File: config.mk
export PLATFORM = sky130hd
export DESIGN_NAME = fetch_unit
export DESIGN_NICKNAME = d
export VERILOG_FILES = /design/src/rtl/cpu_pkg.sv /design/src/rtl/pc_next.sv /design/src/rtl/fetch_unit.sv
export SDC_FILE = /design/constraint.sdc
export NUM_CORES = 1
export LEC_CHECK = 0
export ABC_CLOCK_PERIOD_IN_PS = 8050
export BUFFER_PORTS_ARGS = -buffer_cell sky130_fd_sc_hd__buf_2
export CAP_MARGIN = 20
export CORE_ASPECT_RATIO = 0.5
export CORE_MARGIN = 2
export CORE_UTILIZATION = 30
export DETAILED_ROUTE_END_ITERATION = 10
export GPL_TIMING_DRIVEN = 0
export PLACE_DENSITY = 0.58
export SYNTH_ARGS = -nofsm -noshare
export SYNTH_HDL_FRONTEND = slang
export SYNTH_SLANG_ARGS = --single-unit
File: constraint.sdc
create_clock -name clk -period 8.05 [get_ports clk]
set_input_delay 1.61 -clock clk [delete_from_list [all_inputs] [get_ports clk]]
set_output_delay 1.61 -clock clk [all_outputs]
set_load 0.05 [all_outputs]
File: src/rtl/cpu_pkg.sv
// Shared CPU definitions: machine widths, fetch FSM states and the
// control-flow opcode patterns the decoder matches on instr[31:21].
package cpu_pkg;

  localparam int XLEN = 64;
  localparam int ILEN = 32;

  // Opcode patterns on instr[31:21]; '?' bits are immediate or condition fields.
  localparam logic [10:0] OP_B   = 11'b000101?????;
  localparam logic [10:0] OP_BLT = 11'b01010100???;
  localparam logic [10:0] OP_CBZ = 11'b10110100???;

  typedef enum logic {
    ST_FETCH = 1'b0,
    ST_HOLD  = 1'b1
  } fetch_state_e;

endpackage

File: src/rtl/pc_next.sv
// Next-PC computation: picks the branch immediate, sign-extends it, scales it
// to bytes and adds it to pc (modulo 2^64), or falls through to pc + 4.
module pc_next
  import cpu_pkg::*;
(
  input  logic [XLEN-1:0] pc,
  input  logic [ILEN-1:0] instr,
  input  logic            taken,
  input  logic            UBranch,
  output logic [XLEN-1:0] next_pc
);

  logic signed [XLEN-1:0] offset;
  logic        [XLEN-1:0] target;
  logic                   unused_instr_bits;

  // Unconditional B carries imm26; CBZ/B.cond carry imm19 in [23:5].
  always_comb begin
    if (UBranch) begin
      offset = XLEN'($signed(instr[25:0]));
    end else begin
      offset = XLEN'($signed(instr[23:5]));
    end
  end

  assign target  = pc + XLEN'(offset <<< 2);
  assign next_pc = taken ? target : pc + XLEN'(4);

  assign unused_instr_bits = ^{instr[31:26]};

endmodule

File: src/rtl/fetch_unit.sv
// Instruction fetch: requests the word at pc, holds it for the datapath until
// it retires, then advances pc by 4 or to the resolved branch target.
module fetch_unit
  import cpu_pkg::*;
#(
  parameter logic [63:0] RESET_PC = 64'h0
) (
  input  logic            clk,
  input  logic            reset,
  output logic            imem_req,
  output logic [XLEN-1:0] imem_addr,
  input  logic            imem_ack,
  input  logic [ILEN-1:0] imem_rdata,
  output logic [ILEN-1:0] instr,
  output logic            instr_valid,
  input  logic            instr_ready,
  input  logic            UBranch,
  input  logic            Branch,
  input  logic            Brsel,
  input  logic            zero,
  input  logic            flag_n,
  input  logic            flag_v,
  output logic [XLEN-1:0] pc
);

  fetch_state_e    state_q, state_d;
  logic [XLEN-1:0] pc_q, pc_d;
  logic [ILEN-1:0] instr_q, instr_d;
  logic [XLEN-1:0] next_pc;
  logic            taken;

  assign taken = UBranch | (Branch & (Brsel ? (flag_n ^ flag_v) : zero));

  pc_next u_pc_next (
    .pc      (pc_q),
    .instr   (instr_q),
    .taken   (taken),
    .UBranch (UBranch),
    .next_pc (next_pc)
  );

  always_comb begin
    state_d = state_q;
    pc_d    = pc_q;
    instr_d = instr_q;
    unique case (state_q)
      ST_FETCH: begin
        if (imem_ack) begin
          instr_d = imem_rdata;
          state_d = ST_HOLD;
        end
      end
      ST_HOLD: begin
        // Branch and flag inputs only matter here, on the retire edge.
        if (instr_ready) begin
          pc_d    = next_pc;
          state_d = ST_FETCH;
        end
      end
      default: state_d = ST_FETCH;
    endcase
  end

  always_ff @(posedge clk) begin
    if (reset) begin
      state_q <= ST_FETCH;
      pc_q    <= RESET_PC;
      instr_q <= '0;
    end else begin
      state_q <= state_d;
      pc_q    <= pc_d;
      instr_q <= instr_d;
    end
  end

  // Handshakes are masked during reset so nothing is requested or presented.
  assign imem_req    = (state_q == ST_FETCH) & ~reset;
  assign instr_valid = (state_q == ST_HOLD) & ~reset;
  assign imem_addr   = pc_q;
  assign pc          = pc_q;
  assign instr       = instr_q;

endmodule
==> results of run 1 <==
## flip-flops by register name (all words and copies together), names as in the netlist
name and cells:
instr 32, imem_addr 62, state_q 1
## routing by layer
metal | up-vias | wire, µm
met3 | 27 | 1150
met4 | 0 | 426
met1 | 3843 | 12200
met2 | 189 | 11900
met5 | - | 0
li1 | 4145 | -
## Yosys cell counts (8+ instances only)
cell      instances
o21a_1            8
nor3_1            9
nand3_1          15
o21ai_0          69
a21o_1           36
xor2_1           24
nand2b_1         10
ha_1             61
xnor2_1          27
nand2_1         230
buf_4            66
a21oi_1         149
nor2_1           36
inv_1            26
clkbuf_1         49
nand4_1          23
a31oi_1          11
o21bai_1         20
nor2b_1           9
dfxtp_1          95
## worst max-delay path, cell delays in order
cell	delay, ps
buf_2	110
xnor2_1	110
nand2_1	70
o211a_1	220
clkbuf_1	350
clkbuf_1	410
nand2_1	90
o21ai_0	280
ha_1	170
buf_2	180
nand4_2	200
nor2_1	190
nand4_1	150
a211oi_2	370
nor3_1	150
o41a_1	470
o41ai_2	500
a311oi_1	200
xor2_1	180
o21ai_1	70
## stage by stage
| stage | instance area [µm²] | TNS, ps | instances | util (%) | hold WS (ps) |
|---|---|---|---|---|---|
| global placement | 9130 | -914 | 1620 | 36.3 | 440 |
| CTS | 9470 | 0 | 1637 | 37.6 | 464 |
| floorplan | 7710 | 0 | 1078 | - | 499 |
| finish | 9470 | 0 | 1637 | 37.6 | 466 |
| global route | 9470 | 0 | 1637 | 37.6 | 484 |
| detailed placement | 9170 | 0 | 1621 | 36.4 | 451 |
## final timing paths
check	to	start	slack (ps)	depth (start not counted)
setup reg to reg	imem_addr[49]	instr[23]	3610	14
setup / recovery	imem_addr[62]	flag_v	2180	20
hold / removal	instr[28]	instr[28]	470	2
hold reg to reg	instr[28]	instr[28]	470	2
## power groups by stage
stage / combinational (µW) / clock [µW] / sequential (µW)
finish: 363 / 444 / 510
global route: 395 / 479 / 513
CTS: 363 / 456 / 510
detailed placement: 362 / 0 / 521
global placement: 356 / 0 / 520
floorplan: 209 / 0 / 577
## area by class of cell
class / instances / share of cell area [%]
buffer: 127 / 7.76
clock buffer: 9 / 2.38
clock inverter: 7 / 0.779
inverter: 26 / 1.03
multi-input combinational: 830 / 52.7
sequential: 95 / 20.1
tap: 344 / 4.54
timing repair buffer: 199 / 10.8
## kinds of logic after synthesis
family                   Yosys count  share of synthesized area [%]
flip-flops                        95                           24.7
AO/OA/AOI/OAI                    344                           27.2
other                              1                         0.0487
XOR/XNOR                          51                           5.80
AND/OR/NAND/NOR                  369                           21.3
adder cells (fa/ha/maj)           62                           10.2
buffers and inverters            153                           10.8
==> summary.md, run 1 <==
| Metric | Value |
|---|---|
| Clock Path Buffers | `2` |
| Fin worst setup slack | `2180 ps` |
| Slew margin rel. | `39.1%` |
| Via density | `5.01` |
| Worst setup path category | `in2reg` |
| Hold WC Path Type | `reg2reg` |
| Hpwl dp | `20.6 mm` |
| Syn. warnings | `0` |
| Clock Skews | `11.7 ps` |
| Top cells by area, synth | `dfxtp_1 25%, nand2_1 11%, ha_1 9.9%, a21oi_1 9.7%, buf_4 6.4%` |
| Mapped cell area | `7700 µm²` |
| Busiest grt layer | `met2` |
| Sw Ratio | `38.2%` |
| Clock transition at path regs | `80 ps` |
| Via count | `8204` |
| Root Buffer | `clkbuf_16` |
| Storage cell area | `1900 µm²` |
| ANT nets after route | `0` |
| Register area share after synthesis | `24.7%` |
| Fin. Hold Viols | `0` |
| Hold_buf cts | `0` |
| Clock power share | `33.7%` |
| # H-tree levels | `3` |
| Share of layout cells above drive strength 1 | `23.1%` |
| Avg Cell Area, Syn | `7.16 µm²` |
| Die area | `27000 µm²` |
| Peak supply drop | `82.2 µV` |
| Drt initial violations | `508` |
| Worst skew pair latency | `370 ps` |
| Area share of the largest cell type after synthesis | `24.7%` |
| Total grt overflow | `0` |
| Pre-CTS setup slack | `1840 ps` |
| Dominant cell type by area after synthesis | `dfxtp_1` |
| Core area | `25200 µm²` |
| # fillers | `2645` |
| Vias in the first global route | `7466` |
| GRT Util Overall | `18.4%` |
| Layout Nets | `1392` |
| Multi-input logic area | `4990 µm²` |
| RSZ-0062 raised after global routing | `false` |
| Most common cell after layout, fill and taps aside | `nand2_1` |
| Num CTS Buffers | `9` |
| Min Tclk post-route | `5870 ps` |
| Met2 Track Usage GR | `30.7%` |
| Async SR Flop Fraction | `0%` |
| Critical path arrival | `6110 ps` |
| PD cells | `139 nW/µm²` |
| Sequential Power Share | `38.7%` |
| Commonest non-fill, non-tap cells in the layout | `230 x nand2_1, 204 x buf_2, 148 x a21oi_1` |
| Post-CTS sizing | `0` |
| CTS tree | `yes` |
| Primary FF master, synth | `dfxtp_1` |
| Internal | `813 µW` |
| Die Span X | `231 µm` |
| Seq cells post-synth | `95` |
| Post-CTS setup buffer count | `0` |
| Worst-margin pin slew | `914 ps` |
| Net switching power | `503 µW` |
| Pre-antenna DRT Iters | `5` |
| Slew Limit Fails | `0` |
| Grt met3 use | `3.25%` |
| Max Cap Viol | `0` |
| Status | `completed` |
| Starting Density | `30.6%` |
| Part of the power in combinational logic | `27.6%` |
| Period utilization | `72.9%` |
| Pwr Total | `1320 µW` |
| First-pass GRT wire length | `39.1 mm` |
| Fmax | `0.170 GHz` |
| Worst path required time | `8290 ps` |
| DRC errors left | `0` |
| Setup violations, final | `0` |
| Kind of end point of the critical path | `flop` |
| Ant diodes | `0` |
| Layout area overhead | `23.0%` |
| Clock sinks | `95` |
| Initial antenna violation count | `0` |
| IO buf count | `198` |
| GP Congestion | `0.904` |
| Wirelength per Cell | `15.7 µm` |
| I/O pin count | `204` |
| Syn Inst Count | `1075` |
| P_leak | `0.00464 µW` |
| Die height | `117 µm` |
| Setup crit start kind | `primary input` |
| EDFF count, synth | `0` |
| Netlist cell types | `66` |
| Largest net degree at the start of global routing | `25` |
| Drt total wl | `25.7 mm` |
| Row Count | `41` |
| Met1 GRT Util | `24.6%` |
| Crit-path max FO | `10` |
Power figures use the tool's default switching activity.
==> run 2, diff against run 1 <==
- ABC_AREA: unset -> 1
- ABC_CLOCK_PERIOD_IN_PS: 8050 -> 5100
- PLACE_DENSITY: 0.58 -> 0.59
- clock period: 8.05 -> 5.1 ns (I/O delays scaled with it)
==> summary.md, run 2 <==
| Metric | Value |
|---|---|
| Status | `completed` |
| RSZ-0062 raised after global routing | `false` |
| Layout Nets | `2148` |
| Num CTS Buffers | `9` |
| Vias in the first global route | `9791` |
| Clock Skews | `12.0 ps` |
| Initial antenna violation count | `0` |
| Max Cap Viol | `0` |
| Layout area overhead | `18.9%` |
| Syn Inst Count | `1831` |
| First-pass GRT wire length | `54.4 mm` |
| Busiest grt layer | `met2` |
| DRC errors left | `0` |
| Die area | `34500 µm²` |
| Kind of end point of the critical path | `flop` |
| Largest net degree at the start of global routing | `21` |
| GP Congestion | `0.960` |
| Primary FF master, synth | `dfxtp_1` |
| PD cells | `213 nW/µm²` |
| TNS Setup | `0 ps` |
| Post-CTS setup buffer count | `0` |
| WP buf/inv | `6` |
| Cells on worst reg2reg path | `18` |
| GRT Util Overall | `20.4%` |
| IO buf count | `198` |
| Crit-path max FO | `10` |
| Clock sinks | `95` |
| Wirelength per Cell | `14.2 µm` |
| Fin. Hold Viols | `0` |
| P_leak | `0.00731 µW` |
| Most common cell after layout, fill and taps aside | `nand2_1` |
| Worst path required time | `5390 ps` |
| Cell area after placement | `11500 µm²` |
| Largest register FFs | `62` |
| Hpwl dp | `29.5 mm` |
| Crit path cell chain | `clkbuf_1 > inv_1 > buf_2 > buf_1 > nor2_1 > a31oi_1 > ha_1 > inv_1 > fa_1 > nor2_1 > or2_1 > nand3_1 > nand3_1 > nand2_1 > nand4_1 > nand3_1 > nand2_1 > inv_1` |
| Seq cells post-synth | `95` |
| Via count | `11.0k` |
| Cell family with most CP delay | `simple AND/OR/NAND/NOR gates` |
| Ant diodes | `0` |
| Die height | `132 µm` |
| Dominant cell type by area after synthesis | `nand2_1` |
| Peak supply drop | `169 µV` |
| Netlist cell types | `38` |
| CP Depth | `18` |
| Drt total wl | `35.1 mm` |
| Slew Limit Fails | `0` |
| # H-tree levels | `3` |
| Share of layout cells above drive strength 1 | `16.8%` |
| Die Span X | `261 µm` |
| Pre-CTS setup slack | `582 ps` |
| Drt initial violations | `847` |
| Hold_buf cts | `0` |
| Setup violations, final | `0` |
| Period utilization | `81.4%` |
| EDFF count, synth | `0` |
| CTS tree | `yes` |
| Register area share after synthesis | `19.2%` |
| Setup crit start kind | `primary input` |
| Worst-margin pin slew | `827 ps` |
| Async SR Flop Fraction | `0%` |
| Avg Cell Area, Syn | `5.41 µm²` |
| Total grt overflow | `0` |
| Worst skew pair latency | `400 ps` |
| Worst Hold Depth | `2` |
| Grt met3 use | `3.03%` |
| Clock Path Buffers | `2` |
| Synth top cells by count | `670 x nand2_1, 350 x inv_1, 197 x nor2_1` |
| Row Count | `46` |
| Syn. warnings | `0` |
| Pwr Total | `2500 µW` |
| Top cells by area, synth | `nand2_1 25%, dfxtp_1 19%, inv_1 13%, ha_1 7.7%, nor2_1 7.5%` |
| Clock transition at path regs | `80 ps` |
| Starting Density | `30.9%` |
| I/O pin count | `204` |
| ANT nets after route | `0` |
| Met1 GRT Util | `28.9%` |
| Pre-antenna DRT Iters | `5` |
| Worst setup path category | `in2reg` |
| Post-CTS sizing | `0` |
| Met2 Track Usage GR | `33.0%` |
| Slew margin rel. | `44.9%` |
| Hold slack | `492 ps` |
| R2R setup slack | `1510 ps` |
| Fmax | `0.241 GHz` |
| Area share of the largest cell type after synthesis | `25.4%` |
| Critical path arrival | `4440 ps` |
| Commonest non-fill, non-tap cells in the layout | `670 x nand2_1, 350 x inv_1, 200 x buf_2` |
| Mapped cell area | `9900 µm²` |
| Critical path's slowest cell | `fa_1` |
| Core area | `32100 µm²` |
| Hold WC Path Type | `reg2reg` |
| Via density | `4.44` |
| Root Buffer | `clkbuf_16` |
| Min Tclk post-route | `4150 ps` |
| Fin worst setup slack | `949 ps` |
| Max stage delay on crit path | `450 ps` |
| Cell area after layout | `11800 µm²` |
| Top-count cell post-synth | `nand2_1` |
-- run 2: cell types whose count changed after synthesis, moves of 34 or more --
cell,change
a21o_1,-34
a21oi_1,-92
inv_1,+324
nand2_1,+440
nand3_1,+84
nor2_1,+161
-- run 2: layout make-up --
cell class | instances | area, µm²
inverters | 365 | 1370
flip-flops and latches | 95 | 1900
multi-input cells | 1275 | 6010
repair buffers | 199 | 1020
fillers | 3645 | 20300
well taps | 432 | 541
clock buffers | 9 | 225
clock inverters | 7 | 78.8
plain buffers | 99 | 622
-- run 2: path summary, 6_finish.rpt --
check,to,from
max,imem_addr[54],UBranch
min,instr[5],instr[5]
max reg2reg,imem_addr[58],instr[23]
min reg2reg,instr[5],instr[5]
-- run 2: power breakdown --
part | internal (µW) | switching, µW | leakage, µW
clock | 352 | 385 | 0.000151
sequential | 793 | 56.4 | 0.000780
combinational | 254 | 661 | 0.00638
total | 1400 | 1100 | 0.00731
-- run 2: cells by family after synthesis --
group,share of synthesized area [%]
other,0.0379
AND/OR/NAND/NOR,42.5
adder cells (fa/ha/maj),7.91
flip-flops,19.2
AO/OA/AOI/OAI,8.63
buffers and inverters,20.1
XOR/XNOR,1.59
-- run 2: worst min-delay path, cell delays in order (launching register included) --
cell	delay [ps]
dfxtp_1	310
inv_1	80
a21oi_1	60
-- run 2: routing by layer --
metal / part of all wire, % / wire [µm]
met1: 49 / 17400
met2: 45 / 15700
met3: 5.0 / 1750
met4: 0.82 / 288
met5: 0 / 0
-- run 2: through the flow --
stage                     std cells  util [%]
after global routing           2481      36.7
after CTS                      2481      36.7
after global placement         2464      35.7
final                          2481      36.7
after detailed placement       2465      35.8
after floorplan                1834         -
